`src/rtl/wbm_spi_rx_os_pkg.sv`:
```
`default_nettype none
// +----------------------------------------------------------------------+
// | Module      : wbm_spi_rx_os_pkg                                      |
// | Description : Shared SPI definitions: mode encoding and the rule     |
// |               that selects the sample edge from CPOL/CPHA.           |
// | Revision    : 1.0 - initial release                                  |
// +----------------------------------------------------------------------+
package wbm_spi_rx_os_pkg;

  // SPI mode number is {CPOL, CPHA}
  typedef enum logic [1:0] {
    SPI_MODE0 = 2'd0,
    SPI_MODE1 = 2'd1,
    SPI_MODE2 = 2'd2,
    SPI_MODE3 = 2'd3
  } spi_mode_e;

  function automatic spi_mode_e spi_mode(input bit cpol, input bit cpha);
    return spi_mode_e'({cpol, cpha});
  endfunction

  // Data is sampled on the rising SCK edge when CPOL equals CPHA
  function automatic bit sample_on_rise(input spi_mode_e mode);
    return (mode == SPI_MODE0) || (mode == SPI_MODE3);
  endfunction

endpackage
`default_nettype wire

```
`src/rtl/wbm_spi_rx_os_sync_fifo.sv`:
```
`default_nettype none
// +----------------------------------------------------------------------+
// | Module      : sync_fifo                                              |
// | Description : First-word-fall-through FIFO. A push into a full FIFO  |
// |               succeeds only alongside a pop; otherwise it is dropped |
// |               and a one-cycle overflow pulse is raised.              |
// | Revision    : 1.0 - initial release                                  |
// +----------------------------------------------------------------------+
module sync_fifo #(
  parameter int WIDTH = 9,
  parameter int DEPTH = 4
) (
  input  logic             clk,
  input  logic             rst_n,
  input  logic             i_push,
  input  logic [WIDTH-1:0] i_push_data,
  input  logic             i_pop_req,
  output logic             o_valid,
  output logic [WIDTH-1:0] o_head,
  output logic             o_overflow
);

  localparam int c_aw = $clog2(DEPTH);
  localparam int c_cw = c_aw + 1;

  logic [WIDTH-1:0] r_mem [DEPTH];
  logic [c_aw-1:0]  r_wr_ptr;
  logic [c_aw-1:0]  r_rd_ptr;
  logic [c_cw-1:0]  r_count;
  logic             r_overflow;

  logic w_empty;
  logic w_full;
  logic w_pop;
  logic w_wr;
  logic w_drop;

  assign w_empty = (r_count == '0);
  assign w_full  = (r_count == c_cw'(DEPTH));
  assign w_pop   = i_pop_req & ~w_empty;
  assign w_wr    = i_push & (~w_full | w_pop);
  assign w_drop  = i_push & w_full & ~w_pop;

  assign o_valid    = ~w_empty;
  assign o_head     = w_empty ? '0 : r_mem[r_rd_ptr];
  assign o_overflow = r_overflow;

  // Storage array: written on every accepted push
  always_ff @(posedge clk) begin
    if (w_wr) begin
      r_mem[r_wr_ptr] <= i_push_data;
    end
  end

  // Pointers and occupancy; pointers wrap naturally at DEPTH (power of two)
  always_ff @(posedge clk or negedge rst_n) begin
    if (!rst_n) begin
      r_wr_ptr   <= '0;
      r_rd_ptr   <= '0;
      r_count    <= '0;
      r_overflow <= 1'b0;
    end else begin
      r_overflow <= w_drop;
      if (w_wr) begin
        r_wr_ptr <= r_wr_ptr + 1'b1;
      end
      if (w_pop) begin
        r_rd_ptr <= r_rd_ptr + 1'b1;
      end
      case ({w_wr, w_pop})
        2'b10:   r_count <= r_count + 1'b1;
        2'b01:   r_count <= r_count - 1'b1;
        default: r_count <= r_count;
      endcase
    end
  end

endmodule
`default_nettype wire

```
`src/rtl/wbm_spi_rx_os.sv`:
```
`default_nettype none
// +----------------------------------------------------------------------+
// | Module      : wbm_spi_rx_os                                          |
// | Description : Oversampled SPI receiver. SCK/CSn/SDI are synchronised |
// |               into clk, words are assembled and queued in a FIFO     |
// |               together with a first-of-frame flag.                   |
// | Revision    : 1.0 - initial release                                  |
// +----------------------------------------------------------------------+
module wbm_spi_rx_os #(
  parameter int WIDTH       = 8,
  parameter int DEPTH       = 4,
  parameter bit CPOL        = 1'b0,
  parameter bit CPHA        = 1'b0,
  parameter bit LSB_FIRST   = 1'b0,
  parameter int SYNC_STAGES = 2
) (
  input  logic             clk,
  input  logic             rst_n,
  input  logic             spi_sck,
  input  logic             spi_csn,
  input  logic             spi_sdi,
  output logic             rx_valid,
  input  logic             rx_ready,
  output logic [WIDTH-1:0] rx_data,
  output logic             rx_first,
  output logic             rx_overflow,
  output logic             frame_active
);

  import wbm_spi_rx_os_pkg::*;

  localparam int        c_cnt_w       = (WIDTH > 1) ? $clog2(WIDTH) : 1;
  localparam spi_mode_e c_mode        = spi_mode(CPOL, CPHA);
  localparam bit        c_sample_rise = sample_on_rise(c_mode);

  logic [SYNC_STAGES-1:0] r_sck_sync;
  logic [SYNC_STAGES-1:0] r_csn_sync;
  logic [SYNC_STAGES-1:0] r_sdi_sync;
  logic [SYNC_STAGES-1:0] r_warm;
  logic                   r_sck_d;
  logic                   r_csn_d;
  logic                   r_armed;

  logic [c_cnt_w-1:0]     r_cnt;
  logic [WIDTH-1:0]       r_shift;
  logic [WIDTH-1:0]       r_push_word;
  logic                   r_push;
  logic                   r_first;

  logic                   w_sck_s;
  logic                   w_csn_s;
  logic                   w_sdi_s;
  logic                   w_sample;
  logic                   w_csn_fall;
  logic                   w_csn_rise;
  logic                   w_take;
  logic                   w_last;
  logic [WIDTH-1:0]       w_shift_next;
  logic [WIDTH:0]         w_head;

  assign w_sck_s = r_sck_sync[SYNC_STAGES-1];
  assign w_csn_s = r_csn_sync[SYNC_STAGES-1];
  assign w_sdi_s = r_sdi_sync[SYNC_STAGES-1];

  // Input synchronisers plus one delay flop each on SCK and CSn for edge detection;
  // r_warm marks when the chains hold only genuine pin samples after reset
  always_ff @(posedge clk or negedge rst_n) begin
    if (!rst_n) begin
      r_sck_sync <= {SYNC_STAGES{CPOL}};
      r_csn_sync <= '1;
      r_sdi_sync <= '0;
      r_warm     <= '0;
      r_sck_d    <= CPOL;
      r_csn_d    <= 1'b1;
    end else begin
      r_sck_sync <= {r_sck_sync[SYNC_STAGES-2:0], spi_sck};
      r_csn_sync <= {r_csn_sync[SYNC_STAGES-2:0], spi_csn};
      r_sdi_sync <= {r_sdi_sync[SYNC_STAGES-2:0], spi_sdi};
      r_warm     <= {r_warm[SYNC_STAGES-2:0], 1'b1};
      r_sck_d    <= w_sck_s;
      r_csn_d    <= w_csn_s;
    end
  end

  // Arm only once a real high CSn has been seen, so a frame in flight at reset release is ignored
  always_ff @(posedge clk or negedge rst_n) begin
    if (!rst_n) begin
      r_armed <= 1'b0;
    end else if (r_warm[SYNC_STAGES-1] && w_csn_s) begin
      r_armed <= 1'b1;
    end
  end

  assign frame_active = r_armed & ~w_csn_s;
  assign w_csn_fall   = r_armed & r_csn_d & ~w_csn_s;
  assign w_csn_rise   = r_armed & ~r_csn_d & w_csn_s;
  assign w_sample     = c_sample_rise ? (w_sck_s & ~r_sck_d) : (~w_sck_s & r_sck_d);
  // A sample edge in the same cycle CSn rises still belongs to the frame
  assign w_take       = w_sample & (frame_active | w_csn_rise);
  assign w_last       = (r_cnt == c_cnt_w'(WIDTH - 1));

  if (LSB_FIRST) begin : g_lsb_first
    assign w_shift_next = {w_sdi_s, r_shift[WIDTH-1:1]};
  end else begin : g_msb_first
    assign w_shift_next = {r_shift[WIDTH-2:0], w_sdi_s};
  end

  // Bit counter and shift register; a completed word is staged for a push next cycle
  always_ff @(posedge clk or negedge rst_n) begin
    if (!rst_n) begin
      r_cnt       <= '0;
      r_shift     <= '0;
      r_push      <= 1'b0;
      r_push_word <= '0;
    end else begin
      r_push <= 1'b0;
      if (w_take) begin
        r_cnt   <= (w_last || w_csn_rise) ? '0 : r_cnt + 1'b1;
        r_shift <= w_csn_rise ? '0 : w_shift_next;
        if (w_last) begin
          r_push      <= 1'b1;
          r_push_word <= w_shift_next;
        end
      end else if (!frame_active) begin
        r_cnt   <= '0;
        r_shift <= '0;
      end
    end
  end

  // First-of-frame flag: set on CSn fall, consumed by the next push
  always_ff @(posedge clk or negedge rst_n) begin
    if (!rst_n) begin
      r_first <= 1'b0;
    end else if (w_csn_fall) begin
      r_first <= 1'b1;
    end else if (r_push) begin
      r_first <= 1'b0;
    end
  end

  sync_fifo #(
    .WIDTH (WIDTH + 1),
    .DEPTH (DEPTH)
  ) u_fifo (
    .clk         (clk),
    .rst_n       (rst_n),
    .i_push      (r_push),
    .i_push_data ({r_first, r_push_word}),
    .i_pop_req   (rx_ready),
    .o_valid     (rx_valid),
    .o_head      (w_head),
    .o_overflow  (rx_overflow)
  );

  assign rx_first = w_head[WIDTH];
  assign rx_data  = w_head[WIDTH-1:0];

endmodule
`default_nettype wire
```
`config.mk`:
```
export PLATFORM = sky130hd
export DESIGN_NAME = wbm_spi_rx_os
export DESIGN_NICKNAME = d
export VERILOG_FILES = /design/src/rtl/wbm_spi_rx_os_pkg.sv /design/src/rtl/wbm_spi_rx_os_sync_fifo.sv /design/src/rtl/wbm_spi_rx_os.sv
export SDC_FILE = /design/constraint.sdc
export NUM_CORES = 1
export LEC_CHECK = 0
export BUFFER_PORTS_ARGS = -buffer_cell sky130_fd_sc_hd__buf_2
export CAP_MARGIN = 20
export CELL_PAD_IN_SITES_DETAIL_PLACEMENT = 1
export CELL_PAD_IN_SITES_GLOBAL_PLACEMENT = 2
export CORE_MARGIN = 2
export CORE_UTILIZATION = 44
export DETAILED_ROUTE_END_ITERATION = 8
export HOLD_SLACK_MARGIN = 0.12
export PLACE_DENSITY = 0.75
export SLEW_MARGIN = 20
export SYNTH_ARGS = -nofsm -noshare
export SYNTH_HDL_FRONTEND = slang
export SYNTH_SLANG_ARGS = --single-unit
```
`constraint.sdc`:
```
create_clock -name clk -period 2.3 [get_ports clk]
set_input_delay 0.69 -clock clk [delete_from_list [all_inputs] [get_ports clk]]
set_output_delay 0.69 -clock clk [all_outputs]
set_load 0.01 [all_outputs]
```
* Yosys cells after proc, flatten, opt, wreduce, memory -nomap -nowiden *
Memories as Yosys holds them, arrays and structs flattened.
Cells that the tools add are included.

operators by class
  $add $sub $neg = 5
  bitwise logic cells = 19
  reductions and logical operators = 6
  mux-type cells = 14
  eq/ne operators = 5

operators by type and width
  operator               count
  $mux W7                3
  $and A1 B1 Y1          11
  $mux W3                3
  $mux W9                1
  $add A3 B1 Y3 const B  2
  $eq A3 B3 Y1 const B   2
  $mux W1                6
  $not A1 Y1             6
  $pmux W3 S2            1
  $add A2 B1 Y2 const B  2
  $reduce_bool A2 Y1     2
  $logic_not A3 Y1       1
  $sub A3 B1 Y3 const B  1
  $eq A2 B1 Y1 const B   1
  $eq A2 B2 Y1 const B   1
  $ne A2 B1 Y1 const B   1
  $or A1 B1 Y1           2
  $reduce_and A2 Y1      1
  $logic_and A1 B1 Y1    1
  $logic_or A1 B1 Y1     1

storage, ports and cells
  bits in writable memories = 36
  input bits = 6
  output and inout bits = 12
  register bits after elaboration = 39
  memories kept = 1
  logic and storage cells = 66

memories
  memory        words  bits a word  rd ports  clocked after memory_dff  wr ports  RTL line                       text
  u_fifo.r_mem  4      9            1         0                         1         wbm_spi_rx_os_sync_fifo.sv:26  logic [WIDTH-1:0] r_mem [DEPTH];

* Longest topological paths before layout *
Gate-level depths: netlist (run 1).

  depth after elaboration = 7
  depth in mapped cells = 9
  gate-level depth less buffers = 9

* Cells and area by module *
Synthesis (run 1) repeated with hierarchy kept, for this count alone.

unflattened totals
  cell total of the unflattened synthesis = 194
  area total of the unflattened synthesis = 3010.4 µm²

by module, submodules not included
  module         times used  seq. area each (µm²)  area each (µm²)  cells each
  sync_fifo      1           1281.2                1896.8           109
  wbm_spi_rx_os  1           779.5                 1113.6           85

* Worst setup path after synthesis (run 1) *
Ideal clock, no wire load.

  path kind = in2reg
  from = input rx_ready
  to = register u_fifo.r_count[2]
  path slack = 0.107 ns
  setup time = 0.079 ns
  path buffers = 0
  arrival = 2.114 ns
  stages = 9
  required time = 2.221 ns
  path through = nor4b_2 nor2_2 inv_1 ha_1 inv_1 fa_1 xor2_1 nor2_1 xor2_1

between the ends
  cells in the longest elaborated chain, start to end = 5
  elaborated cells on any way between the ends = 7
  classes of those cells = eq/ne (2); mux (1); bitwise (3); reduce/logical (1)

RTL lines
  what                                                      RTL line                       text
  start: declaration                                        wbm_spi_rx_os.sv:23            input logic rx_ready,
  $and A1 B1 Y1 (*)                                         wbm_spi_rx_os_sync_fifo.sv:40  assign w_pop = i_pop_req & ~w_empty;
  $or A1 B1 Y1                                              wbm_spi_rx_os_sync_fifo.sv:41  assign w_wr = i_push & (~w_full | w_pop);
  $and A1 B1 Y1                                             wbm_spi_rx_os_sync_fifo.sv:41
  $eq A2 B1 Y1 / $eq A2 B2 Y1 (equally long branches)       wbm_spi_rx_os_sync_fifo.sv:70  case ({w_wr, w_pop})
  $pmux W3 S2 / $reduce_bool A2 Y1 (equally long branches)  -
  end signal: assignment                                    wbm_spi_rx_os_sync_fifo.sv:71  2'b10: r_count <= r_count + 1'b1;
  end signal: assignment                                    wbm_spi_rx_os_sync_fifo.sv:72  2'b01: r_count <= r_count - 1'b1;
  end signal: assignment                                    wbm_spi_rx_os_sync_fifo.sv:73  default: r_count <= r_count;
  end: declaration                                          wbm_spi_rx_os_sync_fifo.sv:29  logic [c_cw-1:0] r_count;

Every way passes the cells marked *; elsewhere a longest branch is shown, timed or not.
A chain may end at the register's enable or synchronous reset.

* Final worst setup path (run 1) *
  from = register u_fifo.r_rd_ptr[0]
  to = output rx_data[0]

between the ends
  cells in the longest elaborated chain, start to end = 2

RTL lines
  what                      RTL line                       text
  start: declaration        wbm_spi_rx_os_sync_fifo.sv:28  logic [c_aw-1:0] r_rd_ptr;
  start signal: assignment  wbm_spi_rx_os_sync_fifo.sv:68  r_rd_ptr <= r_rd_ptr + 1'b1;
  $mem_v2 Z4 W9             -
  $mux W9                   wbm_spi_rx_os_sync_fifo.sv:45  assign o_head = w_empty ? '0 : r_mem[r_rd_ptr];
  end: declaration          wbm_spi_rx_os.sv:24            output logic [WIDTH-1:0] rx_data,

Every way passes these cells.

==> results_dict.tcl, run 1 <==
set metrics [dict create \
    viasPerCell 5.10 \
    num_vias 1500 \
    crit_buf_inv 2 \
    synth.area.mux_share 0.108 \
    die_h_um 85.8 \
    worst_ep_required_time_ns 1.61 \
    violations "design-rule violations, negative setup slack" \
    dp_hpwl_um 3360 \
    drt-total-wl_um 5080 \
    slew_headroom 0.658 \
    synth-seq-cells 75 \
    finalCriticalPeriod_ns 2.38 \
    drc 1 \
    synth-xor-area-share 0.0178 \
    routedWlPerCell_um 17.3 \
    slew_viol_final 0 \
    peakVddDrop_mv 0.404 \
    path_max_fanout 4 \
    worstPathCellList "buf_4, mux4_2, and2_1, buf_2" \
    synth-simple-area-share 0.0892 \
    ant_nets 0 \
    synth_edf_count 36 \
    track_usage 0.155 \
    skew_ns 0.00629 \
    cts_buffer_depth 2 \
    yosys.area.top_type_share 0.367 \
    drv_cap 0 \
    rsz0062_at_grt "true" \
    synth-compound-area-share 0.0225 \
    synthCells 181 \
    drtIter0Drc 68 \
    fillers 623 \
    layoutNonFillerInstCount 294 \
    worstSetupEndpointType "output pin" \
    io_buffer_count 17 \
    syn_avg_cell_area_sq_um 16.3 \
    gr-total-overflow 0 \
    root_buffer "clkbuf_8" \
    gp_routability_congestion 0.717 \
    cp_data_arrival_time_ns 1.69 \
    setup_viol 9 \
    clock-sinks 75 \
    numCtsBuffers 9 \
    antenna_cells 0 \
    synth_area_sq_mm 0.00294 \
    cpPeakStageDelay_ns 0.48 \
    rows 29 \
    grt_pass1_wl_um 8330 \
    pre_cts_slack_ns -0.0900 \
    io-pin-count 18 \
    syn_nets 195 \
    die_width_um 85.8 \
    outcome "finished with violations" \
    critical_path_class "flip-flop to output pin" \
    synth_top_family_by_area "multiplexers" \
    worstMarginPinSlew_ns 0.513 \
    synth-async-reset-ratio 0.520 \
    drive_gt1_frac 0.327 \
    synth_warnings 0 \
    synthToLayoutAreaGrowth_pct 15.3 \
    tritoncts "yes" \
    clkTransAtPathRegs_ns 0.08 \
    antenna_found_initial 0 \
    max_clock_freq_mhz 421 \
    dieArea_sq_mm 0.00736 \
    grt_max_degree 40 \
    clk-insertion-delay-late_ns 0.34 \
    initial_utilization 0.458 \
    nets 226 \
    synth.distinct_cells 31 \
    crit_family "multiplexers" \
    ys.flop_type "edfxtp_1" \
    power_density_mw_per_mm2 967 \
    grt_pass1_vias 1593 \
    finalCritPeriodShare 1.03 \
    hold_path_class "flip-flop to flip-flop" \
    cts_max_level 3 \
    worst_slack_ns -0.0771 \
    hold_viol 0 \
    final_common_cell "edfxtp_1" \
    synthTopCellsByArea "edfxtp_1 (37%), dfrtp_1 (31%), mux4_2 (6.1%)" \
    coreArea_sq_mm 0.00642 \
    cp-start-kind "flip-flop" \
    cp_slowest_cell "mux4_2" \
    p_leak_nw 1.33 \
    ys_seq_area_frac 0.700 \
    place_inst 275 \
    dr.pass1.iters 8 \
    final_cell_mix "edfxtp_1 (36), dfrtp_1 (34), nand2_1 (18)" \
    synth_area_leader_cell "edfxtp_1" \
    synth_fa_ha_area_frac 0.0365 \
]
[final cells by class]
type                       count  area [sq um]  area share
clock inverter                 6          80.1      0.0236
inverter                       9          33.8     0.00995
sequential                    75          2060       0.608
clock buffer                  10           128      0.0376
tap                           77          96.3      0.0284
multi-input combinational     91           817       0.241
timing repair buffer          26           178      0.0523
[synth_stat cells, types with 2 or more instances]
master and count:
a21oi_1 10, and2_1 15, buf_6 2, clkbuf_1 3, dfrtp_1 36, dfstp_2 3, edfxtp_1 36, ha_1 7
inv_1 9, mux2_2 9, mux4_2 8, nand2_1 18, nand3b_1 2, or3_1 2, xnor2_1 3, xor2_1 3
[metrics by stage]
step | hold slack [ns] | setup TNS (ns) | area [sq um] | power [W] | utilization
3_3_place_gp | 0.335 | 0 | 3140 | 0.00213 | 0.490
4_1_cts | 0.360 | -0.798 | 3380 | 0.00330 | 0.526
5_1_grt | 0.361 | -1.11 | 3400 | 0.00344 | 0.529
3_5_place_dp | 0.343 | -0.0900 | 3140 | 0.00217 | 0.490
2_1_floorplan | 0.331 | 0 | 2940 | 0.00195 | -
6_report | 0.357 | -0.600 | 3400 | 0.00328 | 0.529
[sequential cells by signal (all words and copies together) (netlist names)]
register	count
r_armed	1
r_cnt	3
r_csn_d	1
r_csn_sync	2
r_first	1
r_push	1
r_push_word	8
r_sck_d	1
r_sck_sync	2
r_sdi_sync	2
r_shift	7
r_warm	2
u_fifo.o_overflow	1
u_fifo.r_count	3
u_fifo.r_mem	36
u_fifo.r_rd_ptr	2
u_fifo.r_wr_ptr	2
[path summary, 6_finish.rpt]
path | startpoint | end | slack, ns | cells past startpoint
worst max-delay path | u_fifo.r_rd_ptr[0]$_DFFE_PN0P_ | rx_data[0] | -0.08 | 4
max in group asynchronous | rst_n | r_csn_sync[1]$_DFF_PN1_ | 1.53 | 2
worst min register to register | r_sck_sync[0]$_DFF_PN0_ | r_sck_sync[1]$_DFF_PN0_ | 0.36 | 0
worst max register to register | u_fifo.r_count[0]$_DFFE_PN0P_ | u_fifo.r_count[1]$_DFFE_PN0P_ | 0.28 | 6
min in group asynchronous | rst_n | u_fifo.r_count[2]$_DFFE_PN0P_ | 0.39 | 2
worst min-delay path | r_sck_sync[0]$_DFF_PN0_ | r_sck_sync[1]$_DFF_PN0_ | 0.36 | 0
[layer usage]
| metal | vias to the layer above | global-route usage | share of wire |
|---|---|---|---|
| met5 | - | 0 | 0 |
| met4 | 0 | 0.0779 | 0.018 |
| met3 | 10 | 0.0423 | 0.027 |
| met2 | 26 | 0.245 | 0.49 |
| met1 | 767 | 0.199 | 0.46 |
| li1 | 697 | - | - |
[report_power, final]
group / total, W / internal [W] / switching, W
logic: 0.000659 / 0.000375 / 0.000284
registers: 0.00155 / 0.00146 / 0.0000935
clock network: 0.00107 / 0.000604 / 0.000465
total: 0.00328 / 0.00244 / 0.000842
[worst reg2reg max path: stages (launching register included)]
cell,delay [ns]
dfrtp_1,0.43
or3_4,0.46
and2_1,0.21
ha_1,0.21
inv_1,0.07
fa_1,0.41
mux2i_1,0.15
[cells by family (layout without fill, tap and decap cells)]
kind of cell	after synthesis	count (layout)
DFF	75	75
xor gates and xnor gates	6	6
adders and majority gates	8	8
and+or+nand+nor	45	45
muxes	19	19
buffers and inverters	15	51
AOI/OAI and AO/OA	12	12
other	1	1
[timing repair]
item	CTS	global route
hold buffers	0	0
gates resized for setup	4	4
pin swaps	6	2
endpoints found under the setup margin	9	9
setup buffers	3	0
No activity file was read; power rests on OpenSTA's default activity.
==> inputs of run 2 (changes only) <==
--- a/config.mk
+++ b/config.mk
@@ -6,14 +6,15 @@
 export NUM_CORES = 1
 export LEC_CHECK = 0
 export BUFFER_PORTS_ARGS = -buffer_cell sky130_fd_sc_hd__buf_2
-export CAP_MARGIN = 20
+export CAP_MARGIN = 40
 export CELL_PAD_IN_SITES_DETAIL_PLACEMENT = 1
 export CELL_PAD_IN_SITES_GLOBAL_PLACEMENT = 2
 export CORE_MARGIN = 2
-export CORE_UTILIZATION = 44
+export CORE_UTILIZATION = 45
+export CTS_BUF_LIST = sky130_fd_sc_hd__clkbuf_4 sky130_fd_sc_hd__clkbuf_8
 export DETAILED_ROUTE_END_ITERATION = 8
 export HOLD_SLACK_MARGIN = 0.12
-export PLACE_DENSITY = 0.75
+export PLACE_DENSITY = 0.76
 export SLEW_MARGIN = 20
 export SYNTH_ARGS = -nofsm -noshare
 export SYNTH_HDL_FRONTEND = slang
==> run 2 against run 1 <==
Effect of this change:
- largest cell class unchanged
- sequential power barely moved
- hold slack got worse by 0.0051 ns
- worst setup slack got worse by 0.0051 ns
- fmax fell by 0.22%
- core utilization rose by 0.76 points
- die area fell by 2.1%
- critical path depth did not move
- non-clock buffer count fell by 1
- the run ends with negative setup slack left
==> results_dict.tcl, run 2 (synthesized netlist as in run 1, its figures left out) <==
set metrics [dict create \
    root_buffer "clkbuf_8" \
    num_vias 1508 \
    critical_path_class "flip-flop to output pin" \
    peakVddDrop_mv 0.547 \
    drc 0 \
    path_max_fanout 3 \
    final_cell_mix "edfxtp_1 (36), dfrtp_1 (35), nand2_1 (18)" \
    tritoncts "yes" \
    synthToLayoutAreaGrowth_pct 15.7 \
    hold_viol 0 \
    switchingPower_w 0.000827 \
    grt_pass1_wl_um 8420 \
    ff2ff_setup_slack_ns 0.26 \
    numCtsBuffers 9 \
    fillers 598 \
    p_leak_nw 1.35 \
    die_h_um 84.9 \
    worst_slack_ns -0.0822 \
    cp-start-kind "flip-flop" \
    crit_family "multiplexers" \
    power_density_mw_per_mm2 959 \
    dp_hpwl_um 3360 \
    combinationalPowerShare 0.215 \
    final_util 0.536 \
    viasPerCell 5.15 \
    cts_max_level 3 \
    top_regs "u_fifo.r_mem (36), r_push_word (8), r_shift (7)" \
    max_clock_freq_mhz 420 \
    timing.rr.start "u_fifo.r_count[0]$_DFFE_PN0P_" \
    rows 29 \
    die_width_um 84.9 \
    slew_viol_final 0 \
    multi_input_area_sq_um 825 \
    whs_endpoint "r_sck_sync[1]$_DFF_PN0_" \
    finalCritPeriodShare 1.04 \
    holdBufCountCts 0 \
    crit_buf_inv 2 \
    grt_pass1_vias 1678 \
    violations "negative setup slack" \
    dr_wl_met2_um 2600 \
    top_register "u_fifo.r_mem" \
    drv_cap 0 \
    m1WireLength_um 2190 \
    worstMarginPinSlew_ns 0.503 \
    io_buffer_count 17 \
    dr.pass1.iters 4 \
    seq_area_sq_mm 0.00206 \
    ff2ff_path_depth 8 \
    cp_slowest_cell "mux4_2" \
    hold_path_class "flip-flop to flip-flop" \
    initial_utilization 0.464 \
    coreArea_sq_mm 0.00635 \
    switching_share 0.253 \
    antenna_cells 0 \
    gr-total-overflow 0 \
    power_frac_clock 0.310 \
    drive_gt1_frac 0.338 \
    routed-wl-met3_um 151 \
    worstPathCellList "buf_4, mux4_2, and2_1, buf_2" \
    io-pin-count 18 \
    critical_path.startpoint "u_fifo.r_rd_ptr[0]$_DFFE_PN0P_" \
    nets 225 \
    rsz0062_at_grt "true" \
    ant_nets 0 \
    largest_register_ffs 36 \
    top_layer "met4" \
    hold_start "r_sck_sync[0]$_DFF_PN0_" \
    cp_data_arrival_time_ns 1.69 \
    clock-sinks 75 \
    fin_setup_tns_ns -0.547 \
    setup_viol 9 \
    power_frac_seq 0.475 \
    gp_routability_congestion 0.675 \
    dieArea_sq_mm 0.00721 \
    final_common_cell "edfxtp_1" \
    routedWlPerCell_um 17.2 \
    track_usage 0.158 \
    clk-insertion-delay-late_ns 0.34 \
    p_int_w 0.00244 \
    worstSetupEndpointType "output pin" \
    grt_max_degree 40 \
    antenna_found_initial 0 \
    clkTransAtPathRegs_ns 0.07 \
    cpPeakStageDelay_ns 0.48 \
    worst_ep_required_time_ns 1.61 \
    finalCriticalPeriod_ns 2.38 \
    outcome "finished with violations" \
    cts_buffer_depth 2 \
    drt-total-wl_um 5030 \
    skew_ns 0.0102 \
    worstReg2RegEnd "u_fifo.r_count[2]$_DFFE_PN0P_" \
    slew_headroom 0.664 \
    drtIter0Drc 81 \
    hold_depth 0 \
]
run 2: timing repair:
item | CTS | global route
buffers inserted | 1 | 0
gates resized for setup | 7 | 6
setup endpoints to repair | 9 | 9
pin swaps | 7 | 0
run 2: power by group through the flow:
stage	clock, W	sequential [W]	combinational [W]
final	0.00101	0.00155	0.000702
after global routing	0.00110	0.00156	0.000768
after CTS	0.00104	0.00155	0.000665
after detailed placement	0	0.00157	0.000597
after global placement	0	0.00157	0.000573
after floorplan	0	0.00152	0.000435
run 2: worst max path at each step:
stage	endpoint	slack [ns]	cells after the start
final	rx_first	-0.08	4
after global routing	rx_data[1]	-0.14	4
after CTS	rx_first	-0.09	4
after detailed placement	u_fifo.r_count[2]$_DFFE_PN0P_	-0.08	10
after global placement	u_fifo.r_count[2]$_DFFE_PN0P_	0.03	10
after floorplan	u_fifo.r_count[2]$_DFFE_PN0P_	0.11	9
run 2: area by class of cell:
| class | count | area share |
|---|---|---|
| Inverter | 9 | 0.00992 |
| Clock inverter | 3 | 0.0118 |
| Sequential cell | 75 | 0.605 |
| Multi-Input combinational cell | 91 | 0.242 |
| Timing Repair Buffer | 25 | 0.0555 |
| Clock buffer | 13 | 0.0470 |
| Tap cell | 77 | 0.0283 |
run 2: metal layers:
metal / global-route usage / vias to the layer above
li1: - / 692
met1: 0.192 / 786
met2: 0.261 / 21
met3: 0.0467 / 9
met4: 0.0736 / 0
met5: 0 / -
run 2: stage by stage:
step	instance area [sq um]	hold WS [ns]	std cells	power (W)	setup slack, ns
final	3410	0.352	293	0.00326	-0.0822
after global routing	3410	0.364	293	0.00342	-0.143
after CTS	3380	0.358	293	0.00325	-0.0929
after detailed placement	3150	0.341	276	0.00217	-0.0835
after global placement	3150	0.334	276	0.00214	0.0289
after floorplan	2940	0.331	181	0.00195	0.107
